### config.mk
export PLATFORM = sky130hd
export DESIGN_NAME = password_lock_controller
export DESIGN_NICKNAME = d
export VERILOG_FILES = /design/src/rtl/password_pkg.sv /design/src/rtl/press_sync.sv /design/src/rtl/password_lock_controller.sv
export SDC_FILE = /design/constraint.sdc
export NUM_CORES = 1
export LEC_CHECK = 0
export ABC_AREA = 0
export BUFFER_PORTS_ARGS = -buffer_cell sky130_fd_sc_hd__buf_4
export CORE_MARGIN = 3
export CORE_UTILIZATION = 50
export CTS_CLUSTER_DIAMETER = 40
export CTS_CLUSTER_SIZE = 24
export DETAILED_ROUTE_END_ITERATION = 7
export PLACE_DENSITY = 0.79
export SLEW_MARGIN = 20
export SYNTH_ARGS = -nofsm -noshare
export SYNTH_HDL_FRONTEND = slang
export SYNTH_SLANG_ARGS = --single-unit
export TNS_END_PERCENT = 50
### constraint.sdc
create_clock -name clk -period 3.9 [get_ports clk]
set_input_delay 0.195 -clock clk [delete_from_list [all_inputs] [get_ports clk]]
set_output_delay 0.195 -clock clk [all_outputs]
set_load 0.005 [all_outputs]
### src/rtl/password_pkg.sv
// Shared definitions for the keypad password lock.
// Holds the controller state encoding (also used by display/debug logic),
// the digit type, the default code length and a small sizing helper.
package password_pkg;

  localparam int unsigned DefaultDigits = 4;

  typedef logic [3:0] digit_t;

  // Fixed 3-bit encodings so external debug logic can decode the state.
  typedef enum logic [2:0] {
    StEmpty   = 3'd0,
    StEnroll  = 3'd1,
    StReady   = 3'd2,
    StEntry   = 3'd3,
    StCheck   = 3'd4,
    StOpen    = 3'd5,
    StLockout = 3'd6
  } lock_state_e;

  function automatic int unsigned max_u(input int unsigned a, input int unsigned b);
    return (a > b) ? a : b;
  endfunction

endpackage

### src/rtl/press_sync.sv
// Pushbutton synchronizer and press detector.
// Brings an asynchronous active-low button into the clk domain through three
// flops and emits a one-cycle pulse on each high-to-low transition.
//   clk     : clock
//   rst     : asynchronous active-low reset (flops reset to released = 1)
//   btn_n_i : raw active-low button
//   press_o : one-cycle press pulse
module press_sync (
  input  logic clk,
  input  logic rst,
  input  logic btn_n_i,
  output logic press_o
);

  // sync_q[0] = s0, sync_q[1] = s1, sync_q[2] = s2
  logic [2:0] sync_q;

  always_ff @(posedge clk or negedge rst) begin
    if (!rst) begin
      sync_q <= 3'b111;
    end else begin
      sync_q <= {sync_q[1:0], btn_n_i};
    end
  end

  // Only the falling edge counts, so a held button gives a single press.
  assign press_o = sync_q[2] & ~sync_q[1];

endmodule

### src/rtl/password_lock_controller.sv
// Keypad password lock sequencing controller.
// Enrolls a DIGITS-long code from switch digits, verifies entered codes,
// pulses admitted for ADMIT_CYCLES on a match and locks out for
// LOCKOUT_CYCLES after MAX_TRIES consecutive failures.
//   clk, rst     : clock, asynchronous active-low reset
//   confirm      : raw active-low pushbutton
//   input_data   : digit on the switches, sampled when a press is acted on
//   change_pw    : re-enroll request, honoured on a press while open
//   digit_value  : last captured digit (BCD display)
//   digit_index  : index of the next digit to capture
//   programmed   : a code has been enrolled
//   admitted     : code accepted
//   locked       : retry lockout active
//   fail_count   : consecutive failed checks
module password_lock_controller
  import password_pkg::*;
#(
  parameter int unsigned DIGITS         = DefaultDigits,
  parameter int unsigned MAX_TRIES      = 3,
  parameter int unsigned ADMIT_CYCLES   = 100,
  parameter int unsigned LOCKOUT_CYCLES = 500
) (
  input  logic                             clk,
  input  logic                             rst,
  input  logic                             confirm,
  input  logic [3:0]                       input_data,
  input  logic                             change_pw,
  output logic [3:0]                       digit_value,
  output logic [$clog2(DIGITS)-1:0]        digit_index,
  output logic                             programmed,
  output logic                             admitted,
  output logic                             locked,
  output logic [$clog2(MAX_TRIES+1)-1:0]   fail_count
);

  localparam int unsigned IdxW   = $clog2(DIGITS);
  localparam int unsigned FailW  = $clog2(MAX_TRIES + 1);
  localparam int unsigned TimerW = $clog2(max_u(ADMIT_CYCLES, LOCKOUT_CYCLES));

  localparam logic [IdxW-1:0]   LastIdx   = IdxW'(DIGITS - 1);
  localparam logic [FailW-1:0]  FailLimit = FailW'(MAX_TRIES);
  localparam logic [FailW-1:0]  FailLast  = FailW'(MAX_TRIES - 1);
  localparam logic [TimerW-1:0] AdmitLoad = TimerW'(ADMIT_CYCLES - 1);
  localparam logic [TimerW-1:0] LockLoad  = TimerW'(LOCKOUT_CYCLES - 1);

  logic press;

  lock_state_e        state_q, state_d;
  digit_t             target_q [DIGITS];
  digit_t             target_d [DIGITS];
  logic [IdxW-1:0]    idx_q, idx_d;
  logic               mismatch_q, mismatch_d;
  logic [TimerW-1:0]  timer_q, timer_d;
  logic [FailW-1:0]   fail_q, fail_d;
  logic               programmed_q, programmed_d;
  digit_t             digit_q, digit_d;
  logic               admitted_q, locked_q;

  press_sync u_press_sync (
    .clk     (clk),
    .rst     (rst),
    .btn_n_i (confirm),
    .press_o (press)
  );

  always_comb begin
    state_d      = state_q;
    target_d     = target_q;
    idx_d        = idx_q;
    mismatch_d   = mismatch_q;
    timer_d      = timer_q;
    fail_d       = fail_q;
    programmed_d = programmed_q;
    digit_d      = digit_q;

    case (state_q)
      StEmpty: begin
        if (press) begin
          target_d[0] = input_data;
          digit_d     = input_data;
          idx_d       = IdxW'(1);
          state_d     = StEnroll;
        end
      end

      StEnroll: begin
        if (press) begin
          target_d[idx_q] = input_data;
          digit_d         = input_data;
          if (idx_q == LastIdx) begin
            idx_d        = '0;
            programmed_d = 1'b1;
            state_d      = StReady;
          end else begin
            idx_d = idx_q + IdxW'(1);
          end
        end
      end

      StReady: begin
        if (press) begin
          mismatch_d = (input_data != target_q[0]);
          digit_d    = input_data;
          idx_d      = IdxW'(1);
          state_d    = StEntry;
        end
      end

      StEntry: begin
        if (press) begin
          mismatch_d = mismatch_q | (input_data != target_q[idx_q]);
          digit_d    = input_data;
          if (idx_q == LastIdx) begin
            idx_d   = '0;
            state_d = StCheck;
          end else begin
            idx_d = idx_q + IdxW'(1);
          end
        end
      end

      StCheck: begin
        if (!mismatch_q) begin
          fail_d  = '0;
          timer_d = AdmitLoad;
          state_d = StOpen;
        end else if (fail_q == FailLast) begin
          fail_d  = FailLimit;
          timer_d = LockLoad;
          state_d = StLockout;
        end else begin
          fail_d  = fail_q + FailW'(1);
          state_d = StReady;
        end
      end

      StOpen: begin
        // Expiry wins over a coincident press, which is then dropped.
        if (timer_q == '0) begin
          state_d = StReady;
        end else begin
          timer_d = timer_q - TimerW'(1);
          if (press && change_pw) begin
            idx_d   = '0;
            state_d = StEnroll;
          end
        end
      end

      StLockout: begin
        if (timer_q == '0) begin
          fail_d  = '0;
          state_d = StReady;
        end else begin
          timer_d = timer_q - TimerW'(1);
        end
      end

      default: begin
        state_d = StEmpty;
      end
    endcase
  end

  always_ff @(posedge clk or negedge rst) begin
    if (!rst) begin
      state_q      <= StEmpty;
      idx_q        <= '0;
      mismatch_q   <= 1'b0;
      timer_q      <= '0;
      fail_q       <= '0;
      programmed_q <= 1'b0;
      digit_q      <= '0;
      admitted_q   <= 1'b0;
      locked_q     <= 1'b0;
      for (int i = 0; i < int'(DIGITS); i++) begin
        target_q[i] <= '0;
      end
    end else begin
      state_q      <= state_d;
      target_q     <= target_d;
      idx_q        <= idx_d;
      mismatch_q   <= mismatch_d;
      timer_q      <= timer_d;
      fail_q       <= fail_d;
      programmed_q <= programmed_d;
      digit_q      <= digit_d;
      // Registered from next state so they track the state exactly.
      admitted_q   <= (state_d == StOpen);
      locked_q     <= (state_d == StLockout);
    end
  end

  assign digit_value = digit_q;
  assign digit_index = idx_q;
  assign programmed  = programmed_q;
  assign admitted    = admitted_q;
  assign locked      = locked_q;
  assign fail_count  = fail_q;

endmodule

==> metrics, run 1 <==
clock buffer depth=2; final hold viol count=0; CP cell instances=nor2b_1, and2_1, nor3b_2, mux2_2; Area growth syn-to-layout=10.8%; Diodes inserted=0; Placement Rows=24; R2R Path Start=u_press_sync.sync_q[2]$_DFF_PN1_; Routed Antenna Nets=0; Syn Nets=approximately 220; top post-synthesis cells by area=dfrtp_1, mux2_2, mux4_2; mean post-synth cell area=11.2 um^2; DR vias=1,537; final clock skew=0.00901 ns; Initial Utilization=52.6%; grt ovf=0; M1 WL=~1.9 mm; CTS tree=yes; gr usage total=17.1%; Setup crit end kind=register; Die Ht=approximately 74 um; Final TNS setup=0 ns; routed wire length=4.21 mm; Total Power=1780 uW; final critical-path required period=1.99 ns; Met2 Routed Length=2.11 mm; vias in the first global route=1,553; Top FF cell, synth=dfrtp_1; Post-layout nets=237; worst setup path class=reg -> reg; Hold Buf Count CTS=2; max_cap viols=0; post-synthesis register bit count=43; P_leak=0.00110 uW; uppermost layer routed=met4; first-pass GRT wire length=approximately 7.2 mm; Post-CTS Resized=0; worst skew pair latency=~0.30 ns; drt wl/cell=15.3 um; root buf cell=clkbuf_8; Worst-path clk slew=0.09 ns; PwrDens=690 nW/um^2; crit-path max FO=8; Horiz. Die Dim=74.2 um; yosys warns=0; Fillers=370; Netlist cell types=48; placer congestion estimate=approximately 0.83; Synth area leader=dfrtp_1; CORE AREA=between 4000 and 5000 um^2; min-delay worst type=in -> reg; relative slew slack=a little over 60%; initial drt markers=61; antenna violations before repair=0; Worst EP arrival=2.18 ns; Mapped Cells=207; layout cells sized above 1=29.1%; CP required=4.09 ns; H-tree depth=2; setup bufs post-CTS=0; post-DR vias/cell=5.59; unrepaired setup endpoints after global routing=no; CTS sink count=43; status=complete, no violations; Fmax=0.502 GHz; CP max stage delay=roughly 0.52 ns; io pins=19; Worst Hold Margin=between 0.15 and 0.2 ns; Buffers on Ports=18; post-synthesis sequential area ratio=46.5%; Worst Setup SP=u_press_sync.sync_q[2]$_DFF_PN1_; peak supply drop=322 uV; Final HPWL DP=3.07 mm; Synth top area share=43.1%; measured slew at the worst slew-check pin=0.565 ns; 1st-pass router iterations=4; Final Cycle Share=between 50% and 60%; DRC Markers=0; max-slew violation count=0; routed wl met3=roughly 110 um; hold_sp=input_data[1]; pin count of the biggest net entering global routing=44; Slowest cell on crit path=dfstp_2; total die area=5500 um^2; Worst setup SP type=register; EDFF count, synth=0; Post-synth ARST share=100%; synthesized cell area=2320 um^2; total CTS buffers=5; endpoints failing setup=0
[flip-flops by register name, summed over array words and instances, names as in the netlist]
register and flops:
target_q 16, digit_value 4, timer_q 9, mismatch_q 1, locked 1, digit_index 2, state_q 3, u_press_sync.sync_q 3
programmed 1, admitted 1, fail_count 2
[power breakdown]
group          internal [uW]  total, uW  leakage [uW]  switching (uW)
Clock                    128        291     0.0000408             163
Combinational            368        681      0.000543             313
Sequential               612        805      0.000515             192
[cells in the mapped netlist (3+ instances only)]
library cell	instances
clkbuf_1	5
nor2_1	8
xnor2_1	7
a21o_1	3
nand3_1	5
dfstp_2	3
nand2b_1	3
buf_2	4
and2_1	3
mux2_2	20
ha_1	7
o21ai_0	7
nand2_1	15
a21oi_1	9
xor2_1	4
mux4_2	4
nor3_1	7
dfrtp_1	40
inv_1	9
a31oi_1	4
nor2b_1	7
[layer usage]
layer  track usage, %  vias up
met1             22.0      753
li1                 -      759
met3             4.05        5
met2             28.3       20
met4             6.04        0
met5                0        -
[path summary, 6_finish.rpt]
| kind | endpoint | slack (ns) | cells past startpoint |
|---|---|---|---|
| worst min register to register | u_press_sync.sync_q[1]$_DFF_PN1_ | 0.36 | 0 |
| worst max-delay path | target_q[12]$_DFFE_PN0P_ | 1.91 | 4 |
| min in group asynchronous | timer_q[6]$_DFFE_PN0P_ | 0.40 | 2 |
| worst min-delay path | digit_value[1]$_DFFE_PN0P_ | 0.20 | 2 |
| max in group asynchronous | u_press_sync.sync_q[0]$_DFF_PN1_ | 3.12 | 2 |
| worst max register to register | target_q[12]$_DFFE_PN0P_ | 1.91 | 4 |
[worst max-delay path: cells and delay by family (launching register included)]
family | cells | cell delay, ns
and+or+nand+nor | 3 | 1.00
DFF | 1 | 0.52
muxes | 1 | 0.38
[cell type report]
class	instances	area (um^2)	area share, %
Tap cell	52	65.1	2.53
Multi-Input combinational cell	143	1150	44.6
Inverter	9	33.8	1.31
Clock buffer	5	68.8	2.67
Clock inverter	3	23.8	0.923
Sequential cell	43	1080	41.9
Timing Repair Buffer	20	155	6.03
[through the flow]
stage | cell area [um^2] | instances | util (%) | setup WS [ns]
2_1_floorplan | 2320 | 207 | - | 2.14
3_3_place_gp | 2460 | 265 | 55.8 | 1.99
3_5_place_dp | 2460 | 265 | 55.8 | 1.91
4_1_cts | 2570 | 275 | 58.3 | 1.90
5_1_grt | 2570 | 275 | 58.3 | 1.81
6_report | 2570 | 275 | 58.3 | 1.91
[logic make-up (layout without fill, tap and decap cells)]
| group | after synthesis | after routing | synth area share (%) |
|---|---|---|---|
| buf+inv | 21 | 37 | 4.09 |
| compound gates | 37 | 37 | 11.4 |
| fa+ha+maj | 7 | 7 | 3.77 |
| simple gates | 62 | 62 | 15.7 |
| xor+xnor | 11 | 11 | 4.15 |
| flops | 43 | 43 | 46.5 |
| mux | 26 | 26 | 14.4 |
[cells in the final DEF (no fill, tap or decap), types with 2 or more instances in the layout]
master,instances
a21o_1,3
a21oi_1,9
a21oi_4,2
a311oi_1,2
a31oi_1,4
and2_1,3
buf_4,18
clkbuf_8,5
clkinvlp_4,2
dfrtp_1,40
dfstp_2,3
dlygate4sd3_1,2
ha_1,7
inv_1,9
mux2_2,20
mux2i_1,2
mux4_2,4
nand2_1,15
nand2b_1,3
nand3_1,5
nor2_1,8
nor2b_1,7
nor3_1,7
nor4_1,2
o211ai_2,2
o21ai_0,7
o221ai_1,2
xnor2_1,7
xor2_1,4
(Power assumes the default switching activity.)
==> run 2: changes to the inputs <==
--- a/config.mk
+++ b/config.mk
@@ -12,7 +12,7 @@
 export CTS_CLUSTER_DIAMETER = 40
 export CTS_CLUSTER_SIZE = 24
 export DETAILED_ROUTE_END_ITERATION = 7
-export PLACE_DENSITY = 0.79
+export PLACE_DENSITY = 0.82
 export SLEW_MARGIN = 20
 export SYNTH_ARGS = -nofsm -noshare
 export SYNTH_HDL_FRONTEND = slang
==> constraint.sdc (replaced) <==
create_clock -name clk -period 1.8 [get_ports clk]
set_input_delay 0.09 -clock clk [delete_from_list [all_inputs] [get_ports clk]]
set_output_delay 0.09 -clock clk [all_outputs]
set_load 0.005 [all_outputs]
==> run 2 against run 1 <==
  * Routed wire length grew 5.8%
  * Final cell count grew 5.5%
  * Sequential share of layout area shrank 2.7 points
  * Combinational power grew to 2.5 times the previous value
  * Final area grew 7.1%
  * Utilization grew 4.1 points
  * Global-route usage shrank 0.11 points
  * Critical path type unchanged
  * Largest cell class unchanged
==> metrics, run 2 (synthesis results as in run 1) <==
Seq pwr share=40.5% (-4.8 points); R2R Path Start=fail_count[1]$_DFFE_PN0P_; reg-to-reg endpoint=timer_q[2]$_DFFE_PN0P_; Die Ht=74.2 um (unchanged); hold_sp=input_data[2]; switching share of power=36.6% (-1.0 points); vias in the first global route=1,508 (-2.9%); DP Worst Slack=-0.00934 ns (-1.92 ns); max-slew violation count=0 (unchanged); DR vias=1,596 (+3.8%); total CTS buffers=5 (unchanged); peak supply drop=1070 uV (+230%); relative slew slack=65.1% (+2.7 points); FF+latch area=1080 um^2 (+0.23%); commonest non-fill, non-tap cell in the layout=dfrtp_1; max FFs per register=16 (unchanged); max_cap viols=0 (unchanged); layout cells sized above 1=37.4% (+8.2 points); cell-internal power=2670 uW (+140%); first-pass GRT wire length=7.04 mm (-2.5%); H-tree depth=2 (unchanged); most frequent cells in the layout=dfrtp_1, buf_4, mux2_2; Setup crit end kind=register; Non-Filler Instances=290 (+5.5%); Worst setup SP type=register; Total Power=4210 uW (+140%); worst skew pair latency=0.30 ns (about the same); post-route cell area=2760 um^2 (+7.1%); Initial Utilization=52.6% (unchanged); final hold viol count=0 (unchanged); final clock skew=0.00961 ns (+0.000597 ns); CTS sink count=43 (unchanged); Routed Antenna Nets=0 (unchanged); total die area=5500 um^2 (unchanged); Worst-path clk slew=0.09 ns (about the same); gr usage total=17.0% (-0.11 points); Fmax=0.579 GHz (+15%); Buffers on Ports=18 (unchanged); area occupied by multi-input gates=1200 um^2 (+4.5%); switching power=1540 uW (+130%); drt wl/cell=15.3 um (+0.28%); DP Area=2540 um^2 (+3.4%); Horiz. Die Dim=74.2 um (unchanged); placed cells=276 (+4.2%); Comb power frac=41.0% (+2.7 points); DRC Markers=0 (unchanged); depth of the worst register-to-register path=6 (+2); hold path endpoint=target_q[2]$_DFFE_PN0P_; Diodes inserted=0 (unchanged); Area growth syn-to-layout=18.7%; antenna violations before repair=0 (unchanged); grt ovf=0 (unchanged); P_leak=0.00119 uW (+8.2%); Placement Rows=24 (unchanged); CORE AREA=4410 um^2 (unchanged); Top reg by flops=target_q; min-delay worst type=in -> reg; Final HPWL DP=3.24 mm (+5.6%); clock group share of total power=18.4% (+2.0 points); CTS tree=yes; 1st-pass router iterations=4 (unchanged); status=complete, no violations; placer congestion estimate=0.885 (+7.2%); worst setup margin=0.0716 ns (-1.84 ns); Final Cycle Share=96.0% (+45 points); PwrDens=1530 nW/um^2 (+120%); Worst Hold Path Cells=2 (unchanged); clock buffer depth=2 (unchanged); Post-layout nets=252 (+6.3%); CP required=1.98 ns (-2.11 ns); worst setup path class=reg -> reg; initial drt markers=75 (+23%); endpoints failing setup=0 (unchanged); Worst EP arrival=1.90 ns (-0.28 ns); measured slew at the worst slew-check pin=0.519 ns (-0.0458 ns); root buf cell=clkbuf_8; final critical-path required period=1.73 ns (-0.265 ns); Fillers=333 (-10%); crit-path max FO=2 (-6); routed wire length=4.45 mm (+5.8%); Final TNS setup=0 ns (unchanged); io pins=19 (unchanged); R2R setup slack=0.07 ns (-1.84 ns); pin count of the biggest net entering global routing=44 (unchanged); post-DR vias/cell=5.50 (-1.5%); unrepaired setup endpoints after global routing=yes
run 2: cell count changes in the layout (fill, tap and decap cells not counted), moves of 2 or more:
cell        before  now
dfrtp_2          0    2
clkinvlp_4       2    0
buf_4           18   32
dfrtp_1         40   38
run 2: cell type report:
type | instances | area share (%)
multi-input combinational | 144 | 43.5
clock buffer | 5 | 2.50
clock inverter | 3 | 1.72
inverter | 9 | 1.23
tap | 52 | 2.36
timing repair buffer | 34 | 9.44
sequential | 43 | 39.2
run 2: timing repair:
action | 4_1_cts | 5_1_grt
gates resized for setup | 1 | 12
pin swaps | 0 | 6
gates cloned | 0 | 1
buffers inserted | 0 | 3
endpoints found under the hold margin | 41 | 0
endpoints found under the setup margin | 1 | 14
hold buffers | 2 | 0
run 2: per-layer routing:
| metal | vias up | wire length, um | share of wire, % | GRT usage, % |
|---|---|---|---|---|
| met5 | - | 0 | 0 | 0 |
| li1 | 795 | - | - | - |
| met1 | 776 | 2100 | 47 | 22.0 |
| met3 | 5 | 105 | 2.4 | 3.65 |
| met4 | 0 | 52 | 1.2 | 5.43 |
| met2 | 20 | 2190 | 49 | 28.6 |
run 2: per-stage QoR:
stage / hold slack (ns) / util, %
after global placement: 0.111 / 57.7
after global routing: 0.0862 / 62.5
after floorplan: -0.206 / -
after detailed placement: 0.113 / 57.7
final: 0.0881 / 62.5
after CTS: 0.0776 / 60.8
run 2: critical path, stage by stage (launching register included):
cell	delay (ns)
dfrtp_1	0.41
ha_4	0.18
or4b_4	0.54
and3_4	0.20
o211ai_2	0.06
xor2_1	0.16
nor2_1	0.07
run 2: worst max-delay path by stage:
stage / startpoint / endpoint / slack (ns) / cells past startpoint
2_1_floorplan: timer_q[0]$_DFFE_PN0P_ / timer_q[4]$_DFFE_PN0P_ / 0.04 / 8
3_3_place_gp: digit_index[0]$_DFFE_PN0P_ / mismatch_q$_DFFE_PN0P_ / 0.07 / 5
3_5_place_dp: digit_index[0]$_DFFE_PN0P_ / mismatch_q$_DFFE_PN0P_ / -0.009 / 5
4_1_cts: timer_q[0]$_DFFE_PN0P_ / timer_q[4]$_DFFE_PN0P_ / 0.01 / 7
6_report: fail_count[1]$_DFFE_PN0P_ / timer_q[2]$_DFFE_PN0P_ / 0.07 / 6
5_1_grt: fail_count[0]$_DFFE_PN0P_ / timer_q[2]$_DFFE_PN0P_ / -0.01 / 7
run 2: power by group through the flow:
stage / sequential, uW / combinational [uW] / clock (uW)
after CTS: 1680 / 1670 / 795
final: 1710 / 1730 / 776
after global placement: 1680 / 1600 / 0
after floorplan: 1560 / 1300 / 0
after global routing: 1750 / 1890 / 837
after detailed placement: 1700 / 1660 / 0
